$ cat config.mk
export PLATFORM = sky130hd
export DESIGN_NAME = spot_finder_mem_writer
export DESIGN_NICKNAME = d
export VERILOG_FILES = /design/src/rtl/spot_finder_mem_writer.sv
export SDC_FILE = /design/constraint.sdc
export NUM_CORES = 2
export LEC_CHECK = 0
export CORE_ASPECT_RATIO = 1.75
export CORE_MARGIN = 1
export CORE_UTILIZATION = 55
export CTS_CLUSTER_SIZE = 30
export DETAILED_ROUTE_END_ITERATION = 7
export PLACE_DENSITY = 0.83
export SYNTH_ARGS = -nofsm -noshare
export SYNTH_HDL_FRONTEND = slang
export SYNTH_SLANG_ARGS = --single-unit
$ cat constraint.sdc
create_clock -name clk_in -period 32.8 [get_ports clk_in]
set_input_delay 6.56 -clock clk_in [delete_from_list [all_inputs] [get_ports clk_in]]
set_output_delay 6.56 -clock clk_in [all_outputs]
set_load 0.02 [all_outputs]
$ cat src/rtl/spot_finder_mem_writer.sv
`default_nettype none
// ============================================================================
// Module      : spot_finder_mem_writer
// Description : Write side of the spot finder block RAM. Packs the serial
//               8-bit camera pixel stream into 256-bit kernel words, writes
//               them to sequential RAM addresses from 0 for each frame, and
//               holds the finished frame until the analysis side releases it.
// Revision    : 1.0 - initial release
// ============================================================================
module spot_finder_mem_writer #(
    parameter int MEM_DEPTH         = 16384,
    parameter int PIXELS_PER_KERNEL = 32
) (
    input  logic                               clk_in,
    input  logic                               reset,
    input  logic                               frame_start,
    input  logic [7:0]                         pixel_data,
    input  logic                               pixel_valid,
    input  logic [15:0]                        cam_kernels_x,
    input  logic [15:0]                        cam_lines_y,
    input  logic                               frame_release,
    output logic [$clog2(MEM_DEPTH)-1:0]       mem_address,
    output logic [PIXELS_PER_KERNEL*8-1:0]     mem_data,
    output logic                               mem_we,
    output logic                               frame_done,
    output logic                               frame_aborted,
    output logic                               overflow,
    output logic                               cfg_err
);

    localparam int                 c_ADDR_W    = $clog2(MEM_DEPTH);
    localparam int                 c_PIX_W     = $clog2(PIXELS_PER_KERNEL);
    localparam logic [c_PIX_W-1:0] c_LAST_PIX  = c_PIX_W'(PIXELS_PER_KERNEL - 1);
    localparam logic [31:0]        c_MAX_WORDS = 32'(MEM_DEPTH);

    typedef enum logic [1:0] {
        ST_IDLE = 2'd0,
        ST_FILL = 2'd1,
        ST_DONE = 2'd2
    } state_t;

    state_t r_state;
    state_t w_state_next;

    // Latched frame geometry and position within the frame
    logic [15:0]          r_kx;
    logic [15:0]          r_ly;
    logic [15:0]          r_col_cnt;
    logic [15:0]          r_row_cnt;
    logic [c_PIX_W-1:0]   r_pix_cnt;
    logic [c_ADDR_W-1:0]  r_word_cnt;

    // Packing register: byte n holds pixel n of the kernel being assembled
    logic [PIXELS_PER_KERNEL-1:0][7:0] r_pack;
    logic [PIXELS_PER_KERNEL-1:0][7:0] w_pack_next;
    logic [c_PIX_W-1:0]                w_slot;

    // Frame size evaluated on the live camera inputs at frame_start
    logic [31:0] w_total_words;
    logic        w_size_legal;

    // FSM control strobes
    logic w_start_accept;
    logic w_abort;
    logic w_take_pixel;
    logic w_word_done;
    logic w_set_overflow;
    logic w_last_col;
    logic w_last_row;

    assign w_total_words = {16'd0, cam_kernels_x} * {16'd0, cam_lines_y};
    assign w_size_legal  = (w_total_words != 32'd0) && (w_total_words <= c_MAX_WORDS);

    // Frame end is tracked as (column, line) of kernels so the latched
    // dimensions are used directly and no multiplier sits in the write path.
    assign w_last_col = (r_col_cnt == r_kx - 16'd1);
    assign w_last_row = (r_row_cnt == r_ly - 16'd1);

    assign frame_done = (r_state == ST_DONE);

    // State register
    always_ff @(posedge clk_in or posedge reset) begin
        if (reset) begin
            r_state <= ST_IDLE;
        end else begin
            r_state <= w_state_next;
        end
    end

    // Next-state decode and per-cycle control strobes
    always_comb begin
        w_state_next   = r_state;
        w_start_accept = 1'b0;
        w_abort        = 1'b0;
        w_take_pixel   = 1'b0;
        w_word_done    = 1'b0;
        w_set_overflow = 1'b0;

        case (r_state)
            ST_IDLE: begin
                if (frame_start) begin
                    w_start_accept = 1'b1;
                    w_take_pixel   = w_size_legal && pixel_valid;
                    w_state_next   = w_size_legal ? ST_FILL : ST_IDLE;
                end else if (pixel_valid) begin
                    w_set_overflow = 1'b1;
                end
            end

            ST_FILL: begin
                if (frame_start) begin
                    // Restart: the partial word is simply never written
                    w_start_accept = 1'b1;
                    w_abort        = 1'b1;
                    w_take_pixel   = w_size_legal && pixel_valid;
                    w_state_next   = w_size_legal ? ST_FILL : ST_IDLE;
                end else if (pixel_valid) begin
                    w_take_pixel = 1'b1;
                    if (r_pix_cnt == c_LAST_PIX) begin
                        w_word_done = 1'b1;
                        if (w_last_col && w_last_row) begin
                            w_state_next = ST_DONE;
                        end
                    end
                end
            end

            ST_DONE: begin
                // Buffer belongs to the analysis side; anything arriving is lost
                if (frame_start || pixel_valid) begin
                    w_set_overflow = 1'b1;
                end
                if (frame_release) begin
                    w_state_next = ST_IDLE;
                end
            end

            default: begin
                w_state_next = ST_IDLE;
            end
        endcase
    end

    // Insert the incoming pixel into its byte slot; a new frame restarts at slot 0
    always_comb begin
        w_slot         = w_start_accept ? '0 : r_pix_cnt;
        w_pack_next    = r_pack;
        w_pack_next[w_slot] = pixel_data;
    end

    // Pixel packing register
    always_ff @(posedge clk_in or posedge reset) begin
        if (reset) begin
            r_pack <= '0;
        end else if (w_take_pixel) begin
            r_pack <= w_pack_next;
        end
    end

    // Frame geometry latch and pixel/word/position counters
    always_ff @(posedge clk_in or posedge reset) begin
        if (reset) begin
            r_kx       <= '0;
            r_ly       <= '0;
            r_pix_cnt  <= '0;
            r_word_cnt <= '0;
            r_col_cnt  <= '0;
            r_row_cnt  <= '0;
        end else if (w_start_accept) begin
            r_kx       <= cam_kernels_x;
            r_ly       <= cam_lines_y;
            r_pix_cnt  <= w_take_pixel ? c_PIX_W'(1) : '0;
            r_word_cnt <= '0;
            r_col_cnt  <= '0;
            r_row_cnt  <= '0;
        end else if (w_take_pixel) begin
            r_pix_cnt <= r_pix_cnt + c_PIX_W'(1);
            if (w_word_done) begin
                r_word_cnt <= r_word_cnt + c_ADDR_W'(1);
                if (w_last_col) begin
                    r_col_cnt <= '0;
                    r_row_cnt <= r_row_cnt + 16'd1;
                end else begin
                    r_col_cnt <= r_col_cnt + 16'd1;
                end
            end
        end
    end

    // RAM write port: completed word registered, write enable one cycle later
    always_ff @(posedge clk_in or posedge reset) begin
        if (reset) begin
            mem_we      <= 1'b0;
            mem_address <= '0;
            mem_data    <= '0;
        end else begin
            mem_we <= w_word_done;
            if (w_word_done) begin
                mem_address <= r_word_cnt;
                mem_data    <= w_pack_next;
            end
        end
    end

    // Status flags: abort pulse, sticky overflow and configuration error
    always_ff @(posedge clk_in or posedge reset) begin
        if (reset) begin
            frame_aborted <= 1'b0;
            overflow      <= 1'b0;
            cfg_err       <= 1'b0;
        end else begin
            frame_aborted <= w_abort;
            if (w_start_accept) begin
                overflow <= 1'b0;
                cfg_err  <= ~w_size_legal;
            end else if (w_set_overflow) begin
                overflow <= 1'b1;
            end
        end
    end

endmodule
`default_nettype wire

==> impl_results.md <==
* Status: finished clean
* Mean Syn Cell Area at approximately 10 µm²
* Static leakage at 19.6 nW
* Drt pass-1 iters at 5
* Core area at approximately 64000 µm²
* Setup bufs post-CTS at 0
* Max cap viols at 0
* Synth Register Bits at 615
* GPL Wtd Cong at ~1
* Port buffer count at 319
* WL final at 94600 µm
* CTS tree: built
* Register area share after synthesis at a little over two fifths
* Initial antenna violation count at 1
* Setup slack, reg-to-reg at approximately 29 ns
* Number of global-route vias before repair at roughly 28k
* CTS max path bufs at 3
* Post-route DRC violation count at 0
* CP dominant cell by count: fa_1
* Htree depth at 2
* Detailed Place HPWL at between 60000 and 70000 µm
* First-pass GRT wire length at about 150000 µm
* Initial DRC count at about 1.6k
* Nets@finish at slightly below 4k
* Synth async-reset ratio at 100%
* Min Tclk post-route at between 10 and 15 ns
* Clock Latency Late Sink at 0.60 ns
* Ys flop type: dfrtp_1
* TritonCTS Buffers at 51
* Crit path DAT at 14.66 ns
* Post-synth EDFFs at 0
* Reg clk slew, reported paths at approximately 0.070 ns
* Routed vias/inst at 5.84
* Vias at around 26k
* Yosys Warn Count at 0
* F_max at between 70 and 80 MHz
* Cell Chain, Critical Path: clkdlybuf4s50_1, nand2_1, fa_1, fa_1, fa_1, fa_1, fa_1, fa_1, inv_1, ha_1, nand2_1, o21ai_0, o21ba_1, o41ai_2, a21oi_1, mux2_1, or4_4, nor2_4, a31o_1, mux2_1
* Top post-synthesis cells by area: dfrtp_1, fa_1, mux2_2
* Inserted Diodes at 0
* Relative slew slack at about a quarter
* PwrDens at between 60 and 70 nW/µm²
* Area post-placement at between 30000 and 40000 µm²
* Post-route cell area at approximately 40000 µm²
* Maximum vdd drop at ~120 µV
* Crit path required time at around 33 ns
* Synth unique cells at 68
* Sink Count at about 620
* Max FO, Critical Path at 17
* Crit path kind: primary input to register
* Final period util at between 40% and 50%
* WL per Instance at 21.4 µm
* Cts repair resizes at 0
* Layout cell share with drive strength beyond 1 at 11.0%
* Row count at between 100 and 150
* Syn nets at 3737
* Mapped cell area at ~35000 µm²
* Yosys top cell by area: dfrtp_1
* Slew @ Worst Pin at approximately 1.1 ns
* Most frequent cells after synthesis: nand2_1, dfrtp_1, o21ai_0, mux2i_1, mux2_2
* Max stage delay on crit path at around 1.0 ns
* Yosys top cell area share at between 40 and 50%
* Hold_buf cts at 0
* Largest net degree at the start of global routing at roughly 250
* DRT antenna net count at 0
* Count of pins over their slew limit at 0
* Die X at 194 µm
* Post-route setup TNS at 0 ns
* Final setup violation count at 0
* Worst Skew at between 0.02 and 0.025 ns
* Setup crit start kind: primary input
* Top-count cell post-synth: nand2_1
* Io pins at 320
* Layout area overhead at 15.7%
* Unrepaired setup endpoints after global routing: false
* Die height at 338 µm
* Initial Utilization at between 50% and 60%
* CTS root buf: clkbuf_16
* Crit. End Element: register
* Syn Inst Count at approximately 3.4k
* Tot GR Track Use at a little under 30%
* Hold Vio Cnt, Final at 0
* Hold crit path type: register to register
* Gr ovfl total at 0
* CP max-delay cell: clkdlybuf4s50_1
* Die Area at ~65000 µm²
-- critical path, delay by kind of cell --
| kind | cells | cell delay, ns |
|---|---|---|
| AO/OA/AOI/OAI | 5 | 1.62 |
| multiplexers | 2 | 0.74 |
| adder cells (fa/ha/maj) | 7 | 3.63 |
| buffers and inverters | 2 | 1.08 |
| AND/OR/NAND/NOR | 4 | 1.02 |
-- through the flow --
step / power [mW] / std cells / hold slack, ns / worst slack (ns) / util (%)
detailed placement: 2.13 / 4333 / 0.463 / 18.11 / 61.5
global placement: 2.12 / 4333 / 0.460 / 18.26 / 61.5
global route: 3.03 / 4426 / 0.495 / 18.29 / 64.5
CTS: 2.82 / 4426 / 0.479 / 18.71 / 64.5
finish: 2.83 / 4426 / 0.479 / 18.62 / 64.5
floorplan: 1.79 / 3387 / 0.458 / 9.02 / -
-- placed cells by master (no fill, tap or decap), types with 13 or more instances in the layout --
master and count:
a21oi_1 49, and2_1 105, and3_1 19, buf_4 29, clkbuf_16 51, clkdlybuf4s50_1 311, dfrtp_1 615, fa_1 194
ha_1 111, inv_1 200, mux2_2 252, mux2i_1 264, nand2_1 643, nand2b_1 17, nand3_1 35, nand4_1 13
nor2_1 104, nor3_1 21, o21ai_0 298, o21ai_1 19, xnor2_1 40, xor2_1 41
-- registers in the layout, indices dropped and copies added, names as in the netlist, 2 cells and up --
name and count:
r_word_cnt 14, r_col_cnt 16, r_ly 16, mem_data 256, r_pack 256, r_pix_cnt 5
r_state 2, mem_address 14, r_row_cnt 16, r_kx 16
-- power breakdown --
group | total (mW) | switching, mW | internal, mW
clock network | 0.682 | 0.288 | 0.394
logic | 1.38 | 0.855 | 0.524
registers | 0.768 | 0.00620 | 0.762
total | 2.83 | 1.15 | 1.68
-- per-layer routing --
layer | vias up | wire length, µm | track usage, %
li1 | 11600 | - | -
met1 | 13100 | 33100 | 32.0
met2 | 860 | 48900 | 53.2
met3 | 314 | 6890 | 6.57
met4 | 2 | 5820 | 16.9
met5 | - | 9 | 0
-- final timing paths --
kind / from / to / cells past startpoint
worst min-delay path: mem_data[80] / mem_data[80] / 2
worst max register to register: r_pix_cnt[1] / r_row_cnt[15] / 11
min in group asynchronous: reset / mem_we / 2
max in group asynchronous: reset / mem_data[58] / 6
worst min register to register: mem_data[80] / mem_data[80] / 2
worst max-delay path: cam_kernels_x[8] / r_pack[1] / 20
-- cell families (layout without fill, tap and decap cells) --
| group | Yosys count | after routing | share of synthesized area, % |
|---|---|---|---|
| muxes | 525 | 525 | 15.8 |
| and+or+nand+nor | 1016 | 1016 | 12.7 |
| buffers and inverters | 411 | 644 | 4.37 |
| xor gates and xnor gates | 81 | 81 | 2.00 |
| DFF | 615 | 615 | 43.5 |
| adders and majority gates | 305 | 305 | 14.9 |
| AOI/OAI and AO/OA | 434 | 434 | 6.77 |
-- cell type report --
class	count	area [µm²]
inverters	201	762
clock buffers	70	1470
multi-input cells	2361	18500
repair buffers	350	3410
fillers	4866	22600
well taps	806	1010
clock inverters	23	405
flip-flops and latches	615	15400
Power figures use the tool's default switching activity.
